### src/rtl/uart_tx_report_if.sv
// Handshake and serial-side signals of the status-report UART transmitter.
// The host side drives start and the parameters. The transmitter drives tx, busy and done.
interface uart_tx_report_if;
  logic       start;
  logic [7:0] para1;
  logic [7:0] para2;
  logic [7:0] para3;
  logic       tx;
  logic       busy;
  logic       done;

  modport master (
    output start, para1, para2, para3,
    input  tx, busy, done
  );

  modport slave (
    input  start, para1, para2, para3,
    output tx, busy, done
  );
endinterface

### src/rtl/uart_tx_report.sv
// 8N1 UART transmitter that sends a 5-byte status frame: the header, three
// latched parameters and an XOR checksum. The bytes are sent back-to-back, LSB first.
module uart_tx_report #(
  parameter int         BAUD_DIV = 5208,
  parameter logic [7:0] HEADER   = 8'hAA
) (
  input  logic            clk,
  input  logic            rst,
  uart_tx_report_if.slave bus
);

  localparam int CNT_W = (BAUD_DIV > 2) ? $clog2(BAUD_DIV) : 1;
  localparam logic [CNT_W-1:0] BAUD_LAST = CNT_W'(BAUD_DIV - 1);

  typedef enum logic [1:0] {IDLE, START, DATA, STOP} state_t;

  state_t           state_r, state_s;
  logic [CNT_W-1:0] baud_cnt_r, baud_cnt_s;
  logic [2:0]       bit_idx_r, bit_idx_s;
  logic [2:0]       byte_idx_r, byte_idx_s;
  logic [7:0]       p1_r, p1_s, p2_r, p2_s, p3_r, p3_s, chk_r, chk_s;
  logic             tx_r, tx_s, busy_r, busy_s, done_r, done_s;
  logic [7:0]       byte_s;

  function automatic logic [7:0] frame_chk(input logic [7:0] h, input logic [7:0] a,
                                           input logic [7:0] b, input logic [7:0] c);
    return h ^ a ^ b ^ c;
  endfunction

  function automatic logic [7:0] frame_byte(input logic [2:0] idx, input logic [7:0] a,
                                            input logic [7:0] b, input logic [7:0] c,
                                            input logic [7:0] k);
    case (idx)
      3'd0:    return HEADER;
      3'd1:    return a;
      3'd2:    return b;
      3'd3:    return c;
      default: return k;
    endcase
  endfunction

  // Next-state logic and registered-output precomputation.
  always_comb begin
    state_s    = state_r;
    baud_cnt_s = baud_cnt_r;
    bit_idx_s  = bit_idx_r;
    byte_idx_s = byte_idx_r;
    p1_s       = p1_r;
    p2_s       = p2_r;
    p3_s       = p3_r;
    chk_s      = chk_r;
    busy_s     = busy_r;
    done_s     = 1'b0;
    case (state_r)
      IDLE: begin
        busy_s = 1'b0;
        if (bus.start) begin
          p1_s       = bus.para1;
          p2_s       = bus.para2;
          p3_s       = bus.para3;
          chk_s      = frame_chk(HEADER, bus.para1, bus.para2, bus.para3);
          byte_idx_s = 3'd0;
          bit_idx_s  = 3'd0;
          baud_cnt_s = '0;
          busy_s     = 1'b1;
          state_s    = START;
        end else begin
          state_s = IDLE;
        end
      end
      START: begin
        if (baud_cnt_r == BAUD_LAST) begin
          baud_cnt_s = '0;
          bit_idx_s  = 3'd0;
          state_s    = DATA;
        end else begin
          baud_cnt_s = baud_cnt_r + CNT_W'(1);
        end
      end
      DATA: begin
        if (baud_cnt_r == BAUD_LAST) begin
          baud_cnt_s = '0;
          if (bit_idx_r == 3'd7) begin
            bit_idx_s = 3'd0;
            state_s   = STOP;
          end else begin
            bit_idx_s = bit_idx_r + 3'd1;
          end
        end else begin
          baud_cnt_s = baud_cnt_r + CNT_W'(1);
        end
      end
      STOP: begin
        if (baud_cnt_r == BAUD_LAST) begin
          baud_cnt_s = '0;
          if (byte_idx_r < 3'd4) begin
            byte_idx_s = byte_idx_r + 3'd1;
            state_s    = START;
          end else begin
            state_s = IDLE;
            busy_s  = 1'b0;
            done_s  = 1'b1;
          end
        end else begin
          baud_cnt_s = baud_cnt_r + CNT_W'(1);
        end
      end
      default: begin
        state_s = IDLE;
        busy_s  = 1'b0;
      end
    endcase

    // tx is computed from the next state so the line register updates on the same edge as the FSM.
    byte_s = frame_byte(byte_idx_s, p1_s, p2_s, p3_s, chk_s);
    case (state_s)
      IDLE:    tx_s = 1'b1;
      START:   tx_s = 1'b0;
      DATA:    tx_s = byte_s[bit_idx_s];
      STOP:    tx_s = 1'b1;
      default: tx_s = 1'b1;
    endcase
  end

  // State, counters, parameter latches and output registers.
  always_ff @(posedge clk or posedge rst) begin
    if (rst) begin
      state_r    <= IDLE;
      baud_cnt_r <= '0;
      bit_idx_r  <= 3'd0;
      byte_idx_r <= 3'd0;
      p1_r       <= 8'd0;
      p2_r       <= 8'd0;
      p3_r       <= 8'd0;
      chk_r      <= 8'd0;
      tx_r       <= 1'b1;
      busy_r     <= 1'b0;
      done_r     <= 1'b0;
    end else begin
      state_r    <= state_s;
      baud_cnt_r <= baud_cnt_s;
      bit_idx_r  <= bit_idx_s;
      byte_idx_r <= byte_idx_s;
      p1_r       <= p1_s;
      p2_r       <= p2_s;
      p3_r       <= p3_s;
      chk_r      <= chk_s;
      tx_r       <= tx_s;
      busy_r     <= busy_s;
      done_r     <= done_s;
    end
  end

  assign bus.tx   = tx_r;
  assign bus.busy = busy_r;
  assign bus.done = done_r;

endmodule

### src/flat_wrapper.sv
// flat-port wrapper written by rule: the top's interface ports become plain ports
module uart_tx_report_flat 
#(
  parameter int         BAUD_DIV = 5208,
  parameter logic [7:0] HEADER   = 8'hAA
)
  (clk, rst, bus_start, bus_para1, bus_para2, bus_para3, bus_tx, bus_busy, bus_done);
  uart_tx_report_if bus_i ();
  input  logic clk;
  input  logic rst;
  input wire logic [$bits(bus_i.start)-1:0] bus_start;
  input wire logic [$bits(bus_i.para1)-1:0] bus_para1;
  input wire logic [$bits(bus_i.para2)-1:0] bus_para2;
  input wire logic [$bits(bus_i.para3)-1:0] bus_para3;
  output wire logic [$bits(bus_i.tx)-1:0] bus_tx;
  output wire logic [$bits(bus_i.busy)-1:0] bus_busy;
  output wire logic [$bits(bus_i.done)-1:0] bus_done;
  assign bus_i.start = bus_start;
  assign bus_i.para1 = bus_para1;
  assign bus_i.para2 = bus_para2;
  assign bus_i.para3 = bus_para3;
  assign bus_tx = bus_i.tx;
  assign bus_busy = bus_i.busy;
  assign bus_done = bus_i.done;
  uart_tx_report #(.BAUD_DIV(BAUD_DIV), .HEADER(HEADER)) u_core (.clk(clk), .rst(rst), .bus(bus_i));
endmodule
### config.mk
export PLATFORM = sky130hd
export DESIGN_NAME = uart_tx_report_flat
export DESIGN_NICKNAME = d
export VERILOG_FILES = /design/src/rtl/uart_tx_report_if.sv /design/src/rtl/uart_tx_report.sv /design/src/flat_wrapper.sv
export SDC_FILE = /design/constraint.sdc
export NUM_CORES = 1
export LEC_CHECK = 0
export CAP_MARGIN = 10
export CORE_UTILIZATION = 40
export CTS_CLUSTER_DIAMETER = 50
export CTS_CLUSTER_SIZE = 20
export DETAILED_ROUTE_END_ITERATION = 8
export GPL_TIMING_DRIVEN = 0
export PLACE_DENSITY_LB_ADDON = 0.3
export RECOVER_POWER = 25
export SLEW_MARGIN = 20
export SYNTH_ARGS = -nofsm -noshare
export SYNTH_HDL_FRONTEND = slang
export SYNTH_SLANG_ARGS = --single-unit
### constraint.sdc
create_clock -name clk -period 4.5 [get_ports clk]
set_clock_uncertainty 0.2 [all_clocks]
set_input_delay 0.9 -clock clk [delete_from_list [all_inputs] [get_ports clk]]
set_output_delay 0.9 -clock clk [all_outputs]
set_load 0.02 [all_outputs]
Word-level counts from Yosys, hierarchy flattened
Cells that the tools add are included.
{"block": "totals", "ff_bits": 56, "inputBits": 27, "out_inout_bits": 3, "word_cells": 78}
{"block": "op_classes", "n_addsub": 3, "magnitude_cmp": 2, "n_eq_ne": 14, "muxes": 38, "n_bitwise": 3, "reduce_logical": 7}
{"operator": "two-way mux 8 bit", "n": 8}
{"operator": "case mux 8 bit (4 select lines)", "n": 1}
{"operator": "two-way mux 13 bit", "n": 2}
{"operator": "case mux 13 bit (2 select lines)", "n": 1}
{"operator": "two-way mux 3 bit", "n": 7}
{"operator": "XOR 8 bit", "n": 2}
{"operator": "adder 13 x 1 -> 13 bit, second input constant", "n": 1}
{"operator": "equality test 13 bit, second input constant", "n": 1}
{"operator": "two-way mux 1 bit", "n": 9}
{"operator": "case mux 3 bit (3 select lines)", "n": 1}
{"operator": "equality test 2 bit, second input constant", "n": 4}
{"operator": "two-way mux 2 bit", "n": 4}
{"operator": "case mux 2 bit (4 select lines)", "n": 1}
{"operator": "adder 3 x 1 -> 3 bit, second input constant", "n": 2}
{"operator": "equality test 3 x 2 -> 1 bit, second input constant", "n": 2}
{"operator": "case mux 3 bit (2 select lines)", "n": 1}
{"operator": "equality test 2 x 1 -> 1 bit, second input constant", "n": 2}
{"operator": "zero test 2 bit", "n": 2}
{"operator": "< comparator 3 x 4 -> 1 bit, second input constant", "n": 1}
{"operator": "!= test 2 bit, second input constant", "n": 2}
{"operator": "inverter 4 bit", "n": 1}
{"operator": "binary-select mux 1 bit (select 3 bit)", "n": 1}
{"operator": "equality test 3 x 1 -> 1 bit, second input constant", "n": 1}
{"operator": "equality test 3 bit, second input constant", "n": 1}
{"operator": "other kinds (9)", "n": 9}

Longest topological paths before layout
Gate-level depths: netlist of the first run.
{"block": "depth", "depth_word": 9, "ltp_mapped": 16}

Worst setup path before layout of the first run
No wires, ideal clock.
{"block": "synth_timing", "kind": "reg-to-reg", "from": "register u_core.baud_cnt_r[3]", "to": "register u_core.tx_r, in the netlist u_core.bus.tx", "setup_time_ns": 0.089, "arrival_ns": 3.134, "t_required_ns": 4.211, "path_slack_ns": 1.077, "path_stages_with_launch": 15, "n_path_buf": 2, "period_less_slack_ns": 3.423, "cell_sequence": "dfrtp_1 or4b_1 buf_6 or3_1 buf_2 a21oi_1 nor2_1 or2_2 inv_1 ha_1 inv_1 nor2_1 or3_2 o31ai_1 o32ai_1"}
{"block": "synth_between", "elab_cells_between_ends": 23, "classes_between": "eq/ne: 7; mux: 13; reduce/logical: 3"}
{"element": "start, declared", "line_no": "uart_tx_report.sv:18", "text": "logic [CNT_W-1:0] baud_cnt_r, baud_cnt_s;"}
{"element": "start signal, assigned", "line_no": "uart_tx_report.sv:141", "text": "baud_cnt_r <= baud_cnt_s;"}
{"element": "equality test 13 bit (*)", "line_no": "uart_tx_report.sv:72, uart_tx_report.sv:81, uart_tx_report.sv:94"}
{"element": "two-way mux 2 bit, on equally long branches", "line_no": "uart_tx_report.sv:94, uart_tx_report.sv:81, uart_tx_report.sv:72"}
{"element": "case mux 2 bit (4 select lines) (*)", "line_no": "uart_tx_report.sv:54", "text": "case (state_r)"}
{"element": "via u_core.state_s[1]", "line_no": "uart_tx_report.sv:17", "text": "state_t state_r, state_s;"}
{"element": "equality test 2 bit or zero test 2 bit (tied branches)", "line_no": "uart_tx_report.sv:116", "text": "case (state_s)"}
{"element": "OR reduction 2 bit (no source line)"}
{"element": "case mux 1 bit (3 select lines) (*)", "line_no": "uart_tx_report.sv:116"}
{"element": "via u_core.tx_s", "line_no": "uart_tx_report.sv:22", "text": "logic tx_r, tx_s, busy_r, busy_s, done_r, done_s;"}
{"element": "end signal, assigned", "line_no": "uart_tx_report.sv:148", "text": "tx_r <= tx_s;"}
{"element": "end, declared", "line_no": "uart_tx_report.sv:22"}
The timed path passes the listed nets; every way through them passes the cells marked *. The select of a mux whose other input is x is not followed.
A chain may end at the register's enable or synchronous reset.

Final worst setup path of the first run
Ends and elaborated chain as after synthesis.

==> results by group, run 1 <==
STA
  • Setup TNS: 0 ns
  • Worst-Margin Slew: around 2.4 ns
  • Tcrit/Tclk final: 84.71%
  • Max Slew Vio Count: between 50 and 60
  • Final min period: between 3 and 4 ns
  • Final Hold Vio Count: 0
  • RSZ-0062 raised after global routing: no
  • Rel. slew slack: -64.01%
  • Setup violations, final: 0
  • Fmax: 262.3 MHz

Min path
  • Hold Path Sink: u_core.p3_r[5]
  • HP Class: reg2reg
  • Start point of the worst hold path: u_core.p3_r[5]
  • Hold Path Depth: 1

Final layout
  • Layout fillers: 730
  • Layout cell share with drive strength beyond 1: between 10% and 20%
  • Non-Filler Instances: about 450
  • Storage element area: approximately 1400 µm²
  • Antenna diodes: 0
  • Post-layout nets: just under 400
  • Footprint of the multi-input gates: ~1800 µm²
  • Area added between synthesis and finish: 15.33%

Setup path
  • Worst-path cell chain: or4b_1 -> buf_6 -> or3_1 -> buf_2 -> a21oi_1 -> nor2_1 -> nor2_1 -> a211oi_1 -> nor2_1 -> inv_1 -> ha_1 -> and2b_2 -> or2b_2 -> o221a_2 -> o32ai_1
  • Critical R2R Capture: u_core.bus.tx
  • Slowest stage cell, crit path: or4b_1
  • Worst endpoint data arrival time: approximately 3.8 ns
  • CP most frequent cell: nor2_1
  • R2R setup slack: ~0.7 ns
  • Worst Path Required: ~4.5 ns
  • Worst-case reg-to-reg path depth: 15
  • R2R Path Start: u_core.baud_cnt_r[3]
  • Crit path kind: reg2reg
  • Setup crit end kind: flop
  • CP Max Fanout: 7
  • Worst path max stage delay: 0.58 ns
  • Startpoint class of the critical path: flop

Floorplanning
  • Starting Density: a little over two fifths
  • # rows: 32
  • Die span in x: around 93 µm
  • Ports: 30
  • Die height: about 93 µm
  • Die ar.: slightly below 9000 µm²
  • CORE AREA: between 7000 and 8000 µm²

Power and ir drop
  • Maximum vdd drop: 0.0001335 V
  • LEAKAGE: 0.001592 µW
  • Power Total: between 1000 and 1500 µW
  • Pwr dens: between 200 and 300 nW/µm²

Synthesis
  • Synthesized net count: about 350
  • Mapped Area: around 3300 µm²
  • Warnings from Yosys: 0
  • Ys flop type: dfrtp_1
  • Sequential-to-total area share from yosys stat: a little over two fifths
  • Yosys top cell area share: 41.34%
  • Top post-synthesis cells by area: dfrtp_1 (41%), mux2_2 (7.8%), ha_1 (4.5%), xnor2_1 (4.2%), mux2i_1 (3.3%)
  • Most frequent cell after synthesis: dfrtp_1
  • Register bit count reported by yosys: 56
  • Commonest cells post-synth: dfrtp_1 (55), nor2_1 (29), mux2_2 (23)
  • Synth area leader: dfrtp_1
  • Cell count after synthesis: 314
  • EDFF count, synth: 0
  • Average cell area after synthesis: approximately 11 µm²
  • Synth cell types: ~70
  • Async set-or-reset flop fraction in the synthesized netlist: 100.0%

CTS
  • Setup Buffers After CTS: 0
  • Clock Latency Late Sink: roughly 0.32 ns
  • Clk root buf: clkbuf_8
  • # H-tree levels: 2
  • Hold_buf cts: 0
  • CTS clock-pin slew for the worst setup and hold paths: about 0.11 ns
  • # clock sinks: between 50 and 60
  • Post-CTS sizing: 0
  • CTS tree: built
  • CTS buffer count: 5
  • Max Buffers Root-to-Sink: 2

Global routing
  • First-pass GRT wire length: 12.09 mm
  • Maximum number of pins on one net before global-route repair: 57
  • Global route overflow: 0
  • Initial antenna violation count: 0
  • Vias in the first global route: ~2500
  • Global-route usage over all layers: 17.57%

Run
  • Max cap viols: 1

Route
  • Total Wirelength: between 6 and 7 mm
  • Drt initial violations: between 100 and 150
  • DRC: 0
  • Vias per inst: 5.380
  • Final ANT Viol Nets: 0
  • Routed len/inst: ~15 µm
  • Via count: between 2000 and 2500
  • First drt pass iteration count: 4

Outcome
  • Status: finished with violations
  • Failing checks: capacitance limit, slew limit

Place
  • Post-DP HPWL: 5.115 mm
  • GP Congestion: ~0.85
  • Placed cells: 445
  • Port-buffer cells: 29
[registers in the layout (all words and copies together), names as in the netlist]
| name | count |
|---|---|
| u_core.baud_cnt_r | 13 |
| u_core.bit_idx_r | 3 |
| u_core.bus.busy | 1 |
| u_core.bus.done | 1 |
| u_core.bus.tx | 1 |
| u_core.byte_idx_r | 3 |
| u_core.chk_r | 8 |
| u_core.p1_r | 8 |
| u_core.p2_r | 8 |
| u_core.p3_r | 8 |
| u_core.state_r | 2 |
[cell usage in the layout, fill, tap and decap left out, types with 4 or more instances in the layout]
master and instances:
dfrtp_1 55, nor2_1 29, clkdlybuf4s50_1 28, mux2_2 23
nand2_1 19, xnor2_1 16, o21ai_0 16, ha_1 12
xor2_1 11, mux2i_1 11, inv_1 11, nand4_1 8
nand3_1 7, clkbuf_8 5, clkbuf_1 4, buf_2 4
a211oi_1 4
[critical path: cells and delay by family, from the launching register on]
family,cells,cell delay [ns]
buffers and inverters,3,0.43
AO/OA/AOI/OAI,4,0.65
flip-flops,1,0.45
adder cells (fa/ha/maj),1,0.23
AND/OR/NAND/NOR,7,1.73
[worst max path at each step]
stage	start	to	slack, ns	depth (start not counted)
2_1_floorplan	u_core.baud_cnt_r[3]	u_core.bus.tx	1.08	14
3_3_place_gp	bus_start	u_core.bus.tx	0.60	10
3_5_place_dp	bus_start	u_core.bus.tx	0.53	10
4_1_cts	u_core.baud_cnt_r[3]	u_core.bus.tx	0.70	15
5_1_grt	u_core.baud_cnt_r[3]	u_core.bus.tx	0.58	15
6_report	u_core.baud_cnt_r[3]	u_core.bus.tx	0.69	15
[cells by family (layout without fill, tap and decap cells)]
| logic type | after synthesis | after routing | share of synthesized area, % |
|---|---|---|---|
| flip-flops | 56 | 56 | 42.13 |
| adder cells (fa/ha/maj) | 12 | 12 | 4.509 |
| AO/OA/AOI/OAI | 54 | 54 | 11.95 |
| AND/OR/NAND/NOR | 102 | 102 | 18.41 |
| buffers and inverters | 29 | 66 | 4.810 |
| multiplexers | 34 | 34 | 11.09 |
| XOR/XNOR | 27 | 27 | 7.102 |
[metrics by stage]
stage / worst slack [ns] / instance area, µm² / hold WS [ns] / util (%)
after detailed placement: 0.5320 / 3750 / 0.2838 / 47.54
after floorplan: 1.077 / 3329 / 0.2413 / -
after CTS: 0.7044 / 3841 / 0.3108 / 48.70
after global placement: 0.6046 / 3747 / 0.2767 / 47.51
after global routing: 0.5802 / 3840 / 0.3188 / 48.68
final: 0.6879 / 3840 / 0.3046 / 48.68
[power by group]
part | internal (µW) | switching, µW
logic | 94.3 | 99.3
registers | 558 | 16.4
clock network | 112 | 175
total | 764 | 291
[per-layer routing]
metal / track usage (%) / vias to the layer above / share of wire (%)
met5: 0 / - / 0
li1: - / 1191 / -
met3: 2.683 / 6 / 3.0
met2: 27.63 / 48 / 45
met1: 25.05 / 1192 / 51
met4: 5.000 / 0 / 1.2
[area by class of cell]
cell class	count	share of cell area (%)
Timing Repair Buffer	29	7.559
Clock buffer	5	1.792
Multi-Input combinational cell	229	46.01
Buffer	14	2.639
Clock inverter	3	0.5865
Inverter	15	1.564
Tap cell	102	3.324
Sequential cell	56	36.53
No activity file was read; power rests on OpenSTA's default activity.
==> run 2: changes to the inputs <==
clock period = 3.7 ns   (was 4.5 ns; I/O delays follow)
==> run 2 against run 1 <==
The flow still finishes with violations (capacitance limit, slew limit). Sequential power increased by 22%. Combinational power increased by 22%. Critical path depth unchanged. Cell count increased by 1.8%. Non-clock buffer count increased by 8. Fmax increased by 6.3%. Utilization increased by 1.2 points. Clock power increased by 22%. Worst hold slack about the same. Count of clock-buffer cells in the layout unchanged. Via count increased by 1.2%. Total power increased by 22%. Largest power group unchanged.
==> results by group, run 2 (synthesis results as in run 1) <==
STA
  • Setup violations, final: 0 (unchanged)
  • Max Slew Vio Count: 57 (unchanged)
  • Setup TNS: 0 ns (unchanged)
  • Fmax: 278.8 MHz (+6.3%)
  • Tcrit/Tclk final: 96.93% (+12 points)
  • Fin Hold WS: 0.3047 ns (+0.0001320 ns)
  • RSZ-0062 raised after global routing: no
  • Worst-Margin Slew: 2.110 ns (-0.3367 ns)
  • Final min period: 3.586 ns (-0.2258 ns)
  • Final Hold Vio Count: 0 (unchanged)
  • Rel. slew slack: -40.82% (+23 points)

Final layout
  • Antenna diodes: 0 (unchanged)
  • Design Area, Final: 3933 µm² (+2.4%)
  • Post-layout nets: 397 (+2.1%)
  • Layout cell share with drive strength beyond 1: 20.89% (+2.7 points)
  • Largest register FFs: 13 (unchanged)
  • Area added between synthesis and finish: 18.11%
  • Reg with most FFs: u_core.baud_cnt_r
  • Most frequent cells in the layout: dfrtp_1 (55), nor2_1 (29), clkdlybuf4s50_1 (28), mux2_2 (23), nand2_1 (19)
  • Commonest non-fill, non-tap cell in the layout: dfrtp_1

Floorplanning
  • Ports: 30 (unchanged)
  • CORE AREA: 7888 µm² (unchanged)
  • Starting Density: 42.21% (unchanged)
  • Die span in x: 93.24 µm (unchanged)
  • Die height: 93.24 µm (unchanged)
  • Die ar.: 8693 µm² (unchanged)
  • # rows: 32 (unchanged)

Place
  • Port-buffer cells: 29 (unchanged)
  • Post-DP HPWL: 5.115 mm (unchanged)
  • GP Congestion: 0.8500 (unchanged)
  • Area of placed instances: 3750 µm² (unchanged)

Outcome
  • Failing checks: capacitance limit, slew limit
  • Status: finished with violations

Setup path
  • Startpoint class of the critical path: flop
  • Setup crit end kind: flop
  • Worst Path Required: 3.72 ns (-0.78 ns)
  • Crit path kind: reg2reg
  • CP Max Fanout: 7 (unchanged)
  • R2R setup slack: 0.11 ns (-0.57 ns)
  • Worst endpoint data arrival time: 3.61 ns (-0.21 ns)

CTS
  • CTS tree: built
  • CTS clock-pin slew for the worst setup and hold paths: 0.11 ns (about the same)
  • Max Buffers Root-to-Sink: 2 (unchanged)
  • Clock Latency Late Sink: 0.32 ns (about the same)
  • Clk root buf: clkbuf_8
  • # H-tree levels: 2 (unchanged)
  • CTS buffer count: 5 (unchanged)
  • # clock sinks: 56 (unchanged)

Global routing
  • Vias in the first global route: 2529 (+0.72%)
  • Global route overflow: 0 (unchanged)
  • Global-route usage over all layers: 17.71% (+0.14 points)
  • Maximum number of pins on one net before global-route repair: 57 (unchanged)
  • First-pass GRT wire length: 12.18 mm (+0.74%)
  • Initial antenna violation count: 0 (unchanged)

Route
  • Final ANT Viol Nets: 0 (unchanged)
  • Drt initial violations: 87 (-31%)
  • DRC: 0 (unchanged)
  • Routed len/inst: 15.16 µm (-0.63%)
  • Via count: 2467 (+1.2%)
  • First drt pass iteration count: 4 (unchanged)
  • Vias per inst: 5.351 (-0.53%)
  • Total Wirelength: 6.991 mm (+1.1%)

Power and ir drop
  • Pwr dens: 326.5 nW/µm² (+19%)
  • LEAKAGE: 0.001645 µW (+3.3%)
  • Maximum vdd drop: 0.0001632 V (+22%)
  • Power Total: 1284 µW (+22%)

Run
  • Max cap viols: 1 (unchanged)

Min path
  • HP Class: reg2reg
run 2: critical path, cell delays in order, from the launching register on:
cell and delay (ns):
dfrtp_1 0.41, or4b_4 0.54, buf_6 0.15, or3_1 0.34
buf_4 0.17, a21oi_1 0.15, nor2_1 0.05, nor2_1 0.08
a211oi_1 0.06, nor2_1 0.15, inv_1 0.09, ha_2 0.20
and2b_2 0.23, or2b_2 0.30, o221a_2 0.25, o32ai_2 0.12
run 2: layer usage:
layer | share of wire, % | up-vias | GRT usage (%)
li1 | - | 1209 | -
met1 | 50 | 1199 | 25.31
met2 | 45 | 53 | 27.82
met3 | 3.8 | 6 | 2.683
met4 | 1.2 | 0 | 5.000
met5 | 0 | - | 0
run 2: repair_timing:
action | in CTS | in global routing
setup buffers | 3 | 5
hold buffers | 0 | 0
resized for setup | 2 | 6
setup endpoints to repair | 1 | 1
pin swaps | 0 | 4
run 2: power breakdown:
| part | switching, µW | leakage (µW) | internal (µW) | total [µW] |
|---|---|---|---|---|
| combinational | 121 | 0.000891 | 115 | 236 |
| sequential | 19.9 | 0.000705 | 678 | 698 |
| clock | 213 | 0.0000485 | 136 | 350 |
| total | 355 | 0.00164 | 929 | 1280 |
run 2: final cells by class:
type | count | area (µm²)
repair buffers | 37 | 350.3
well taps | 102 | 127.6
clock buffers | 5 | 68.82
multi-input cells | 229 | 1798
plain buffers | 14 | 103.9
clock inverters | 3 | 22.52
fillers | 718 | 3955
flip-flops and latches | 56 | 1403
inverters | 15 | 58.81
run 2: final timing paths:
| check | to | cells past startpoint | startpoint |
|---|---|---|---|
| min in group asynchronous | u_core.baud_cnt_r[9] | 2 | rst |
| setup / recovery | u_core.bus.tx | 15 | u_core.baud_cnt_r[3] |
| setup reg to reg | u_core.bus.tx | 15 | u_core.baud_cnt_r[3] |
| hold reg to reg | u_core.p3_r[5] | 1 | u_core.p3_r[5] |
| hold / removal | u_core.p3_r[5] | 1 | u_core.p3_r[5] |
| max in group asynchronous | u_core.p1_r[4] | 2 | rst |
run 2: through the flow:
stage                     utilization, %  std cells  setup slack (ns)
after detailed placement           47.54        445           -0.1080
after global routing               49.86        461           0.01617
final                              49.86        461            0.1137
after global placement             47.51        445          -0.03539
after CTS                          49.14        456           0.01803
after floorplan                        -        314            0.2774
==> run 3: changes to the inputs <==
RECOVER_POWER = 100   (was 25)
==> run 3 against run 2 <==
The flow still finishes with violations (capacitance limit, slew limit). Worst hold slack is essentially flat. Sequential cell count stayed put. First-iteration DRC count is 14% higher. Critical path depth is the same. Sequential power barely moved. Non-clock buffer count unchanged. Sequential share of layout area is 0.24 points higher. Critical path type unchanged.
==> results by group, run 3 (synthesis results as in run 1) <==
Global routing
  • Global-route usage over all layers: 17.71% (unchanged)
  • First-pass GRT wire length: 12.18 mm (unchanged)
  • Vias in the first global route: 2529 (unchanged)
  • Global route overflow: 0 (unchanged)
  • Initial antenna violation count: 0 (unchanged)
  • Maximum number of pins on one net before global-route repair: 57 (unchanged)

Outcome
  • Failing checks: capacitance limit, slew limit
  • Status: finished with violations

Final layout
  • Layout fillers: 721 (+0.42%)
  • Area added between synthesis and finish: 17.32%
  • Antenna diodes: 0 (unchanged)
  • Non-Filler Instances: 461 (unchanged)
  • Storage element area: 1403 µm² (unchanged)
  • Footprint of the multi-input gates: 1787 µm² (-0.63%)
  • Reg with most FFs: u_core.baud_cnt_r
  • Post-layout nets: 397 (unchanged)
  • Most frequent cells in the layout: dfrtp_1 (55), nor2_1 (29), clkdlybuf4s50_1 (24), nand2_1 (19), o21ai_0 (17)
  • Layout cell share with drive strength beyond 1: 15.88% (-5.0 points)
  • Largest register FFs: 13 (unchanged)
  • Commonest non-fill, non-tap cell in the layout: dfrtp_1

Setup path
  • CP Max Fanout: 7 (unchanged)
  • Setup crit end kind: flop
  • Crit path kind: reg2reg
  • Worst endpoint data arrival time: 3.61 ns (about the same)
  • Startpoint class of the critical path: flop
  • Worst Path Required: 3.73 ns (about the same)

STA
  • Final Hold Vio Count: 0 (unchanged)
  • Fin Hold WS: 0.3047 ns (+0.00003900 ns)
  • RSZ-0062 raised after global routing: no
  • Setup violations, final: 0 (unchanged)
  • Max Slew Vio Count: 57 (unchanged)
  • Final min period: 3.587 ns (+0.0006240 ns)
  • Tcrit/Tclk final: 96.94% (about the same)
  • Fmax: 278.8 MHz (about the same)
  • Rel. slew slack: -40.17% (+0.65 points)
  • Worst-Margin Slew: 2.100 ns (-0.009686 ns)

Route
  • Via count: 2495 (+1.1%)
  • Vias per inst: 5.412 (+1.1%)
  • DRC: 0 (unchanged)
  • Routed len/inst: 15.15 µm (-0.13%)
  • Drt initial violations: 99 (+14%)
  • First drt pass iteration count: 4 (unchanged)
  • Total Wirelength: 6.982 mm (-0.13%)
  • Final ANT Viol Nets: 0 (unchanged)

Min path
  • HP Class: reg2reg

Floorplanning
  • Starting Density: 42.21% (unchanged)
  • Die height: 93.24 µm (unchanged)
  • CORE AREA: 7888 µm² (unchanged)
  • Die ar.: 8693 µm² (unchanged)
  • Ports: 30 (unchanged)
  • # rows: 32 (unchanged)
  • Die span in x: 93.24 µm (unchanged)

Place
  • GP Congestion: 0.8500 (unchanged)
  • Post-DP HPWL: 5.115 mm (unchanged)
  • Placed cells: 445 (unchanged)
  • Port-buffer cells: 29 (unchanged)

CTS
  • CTS buffer count: 5 (unchanged)
  • CTS clock-pin slew for the worst setup and hold paths: 0.10 ns (about the same)
  • Max Buffers Root-to-Sink: 2 (unchanged)
  • # H-tree levels: 2 (unchanged)
  • Clk root buf: clkbuf_8
  • # clock sinks: 56 (unchanged)
  • CTS tree: built
  • Clock Latency Late Sink: 0.32 ns (about the same)

Power and ir drop
  • Maximum vdd drop: 0.0001605 V (-1.6%)
  • LEAKAGE: 0.001640 µW (-0.29%)
  • Pwr dens: 325.9 nW/µm² (-0.18%)

Run
  • Max cap viols: 1 (unchanged)
-- run 3: what timing repair did --
action                                  4_1_cts  5_1_grt
endpoints found under the hold margin         0        0
setup buffers                                 3        5
pin swaps                                     0        4
hold buffers                                  0        0
gates resized for setup                       2        6
endpoints found under the setup margin        1        1
gates cloned                                  0        0
-- run 3: final cells by class --
| cell class | count | share of cell area (%) |
|---|---|---|
| well taps | 102 | 3.267 |
| flip-flops and latches | 56 | 35.91 |
| clock buffers | 5 | 1.762 |
| clock inverters | 3 | 0.5766 |
| repair buffers | 37 | 8.969 |
| inverters | 15 | 1.505 |
| plain buffers | 14 | 2.274 |
| multi-input cells | 229 | 45.74 |
-- run 3: worst paths after layout --
path / startpoint / end / slack, ns / cells after the start
hold / removal: u_core.p3_r[2] / u_core.p3_r[2] / 0.30 / 1
min in group asynchronous: rst / u_core.baud_cnt_r[9] / 1.36 / 2
hold reg to reg: u_core.p3_r[2] / u_core.p3_r[2] / 0.30 / 1
setup / recovery: u_core.baud_cnt_r[3] / u_core.bus.tx / 0.11 / 15
max in group asynchronous: rst / u_core.p1_r[2] / 0.74 / 2
setup reg to reg: u_core.baud_cnt_r[3] / u_core.bus.tx / 0.11 / 15
-- run 3: worst max-delay path, cell delays in order, from the launching register on --
cell      delay, ns
dfrtp_1        0.41
or4b_4         0.54
buf_6          0.15
or3_1          0.34
buf_4          0.17
a21oi_1        0.15
nor2_1         0.05
nor2_1         0.08
a211oi_1       0.06
nor2_1         0.15
inv_1          0.09
ha_2           0.20
and2b_2        0.23
or2b_2         0.30
o221a_2        0.25
o32ai_2        0.12
-- run 3: metrics by stage --
step / setup slack (ns) / utilization, % / power, µW / setup TNS, ns / cell area, µm²
floorplan: 0.2774 / - / 863.1 / 0 / 3329
global placement: -0.03539 / 47.51 / 941.3 / -0.03539 / 3747
global route: 0.01797 / 49.52 / 1343 / 0 / 3906
detailed placement: -0.1080 / 47.54 / 949.9 / -0.1080 / 3750
finish: 0.1131 / 49.52 / 1273 / 0 / 3906
CTS: 0.01803 / 49.14 / 1303 / 0 / 3876
-- run 3: metal layers --
metal | track usage, % | wire, µm | vias to the layer above
met1 | 25.31 | 3451 | 1211
met3 | 2.683 | 287 | 9
met5 | 0 | 0 | -
met2 | 27.82 | 3149 | 61
met4 | 5.000 | 94 | 0
li1 | - | - | 1214
-- run 3: power by group --
group / total (µW) / internal [µW] / switching [µW]
Clock: 349 / 136 / 213
Combinational: 226 / 105 / 121
Sequential: 698 / 678 / 19.8
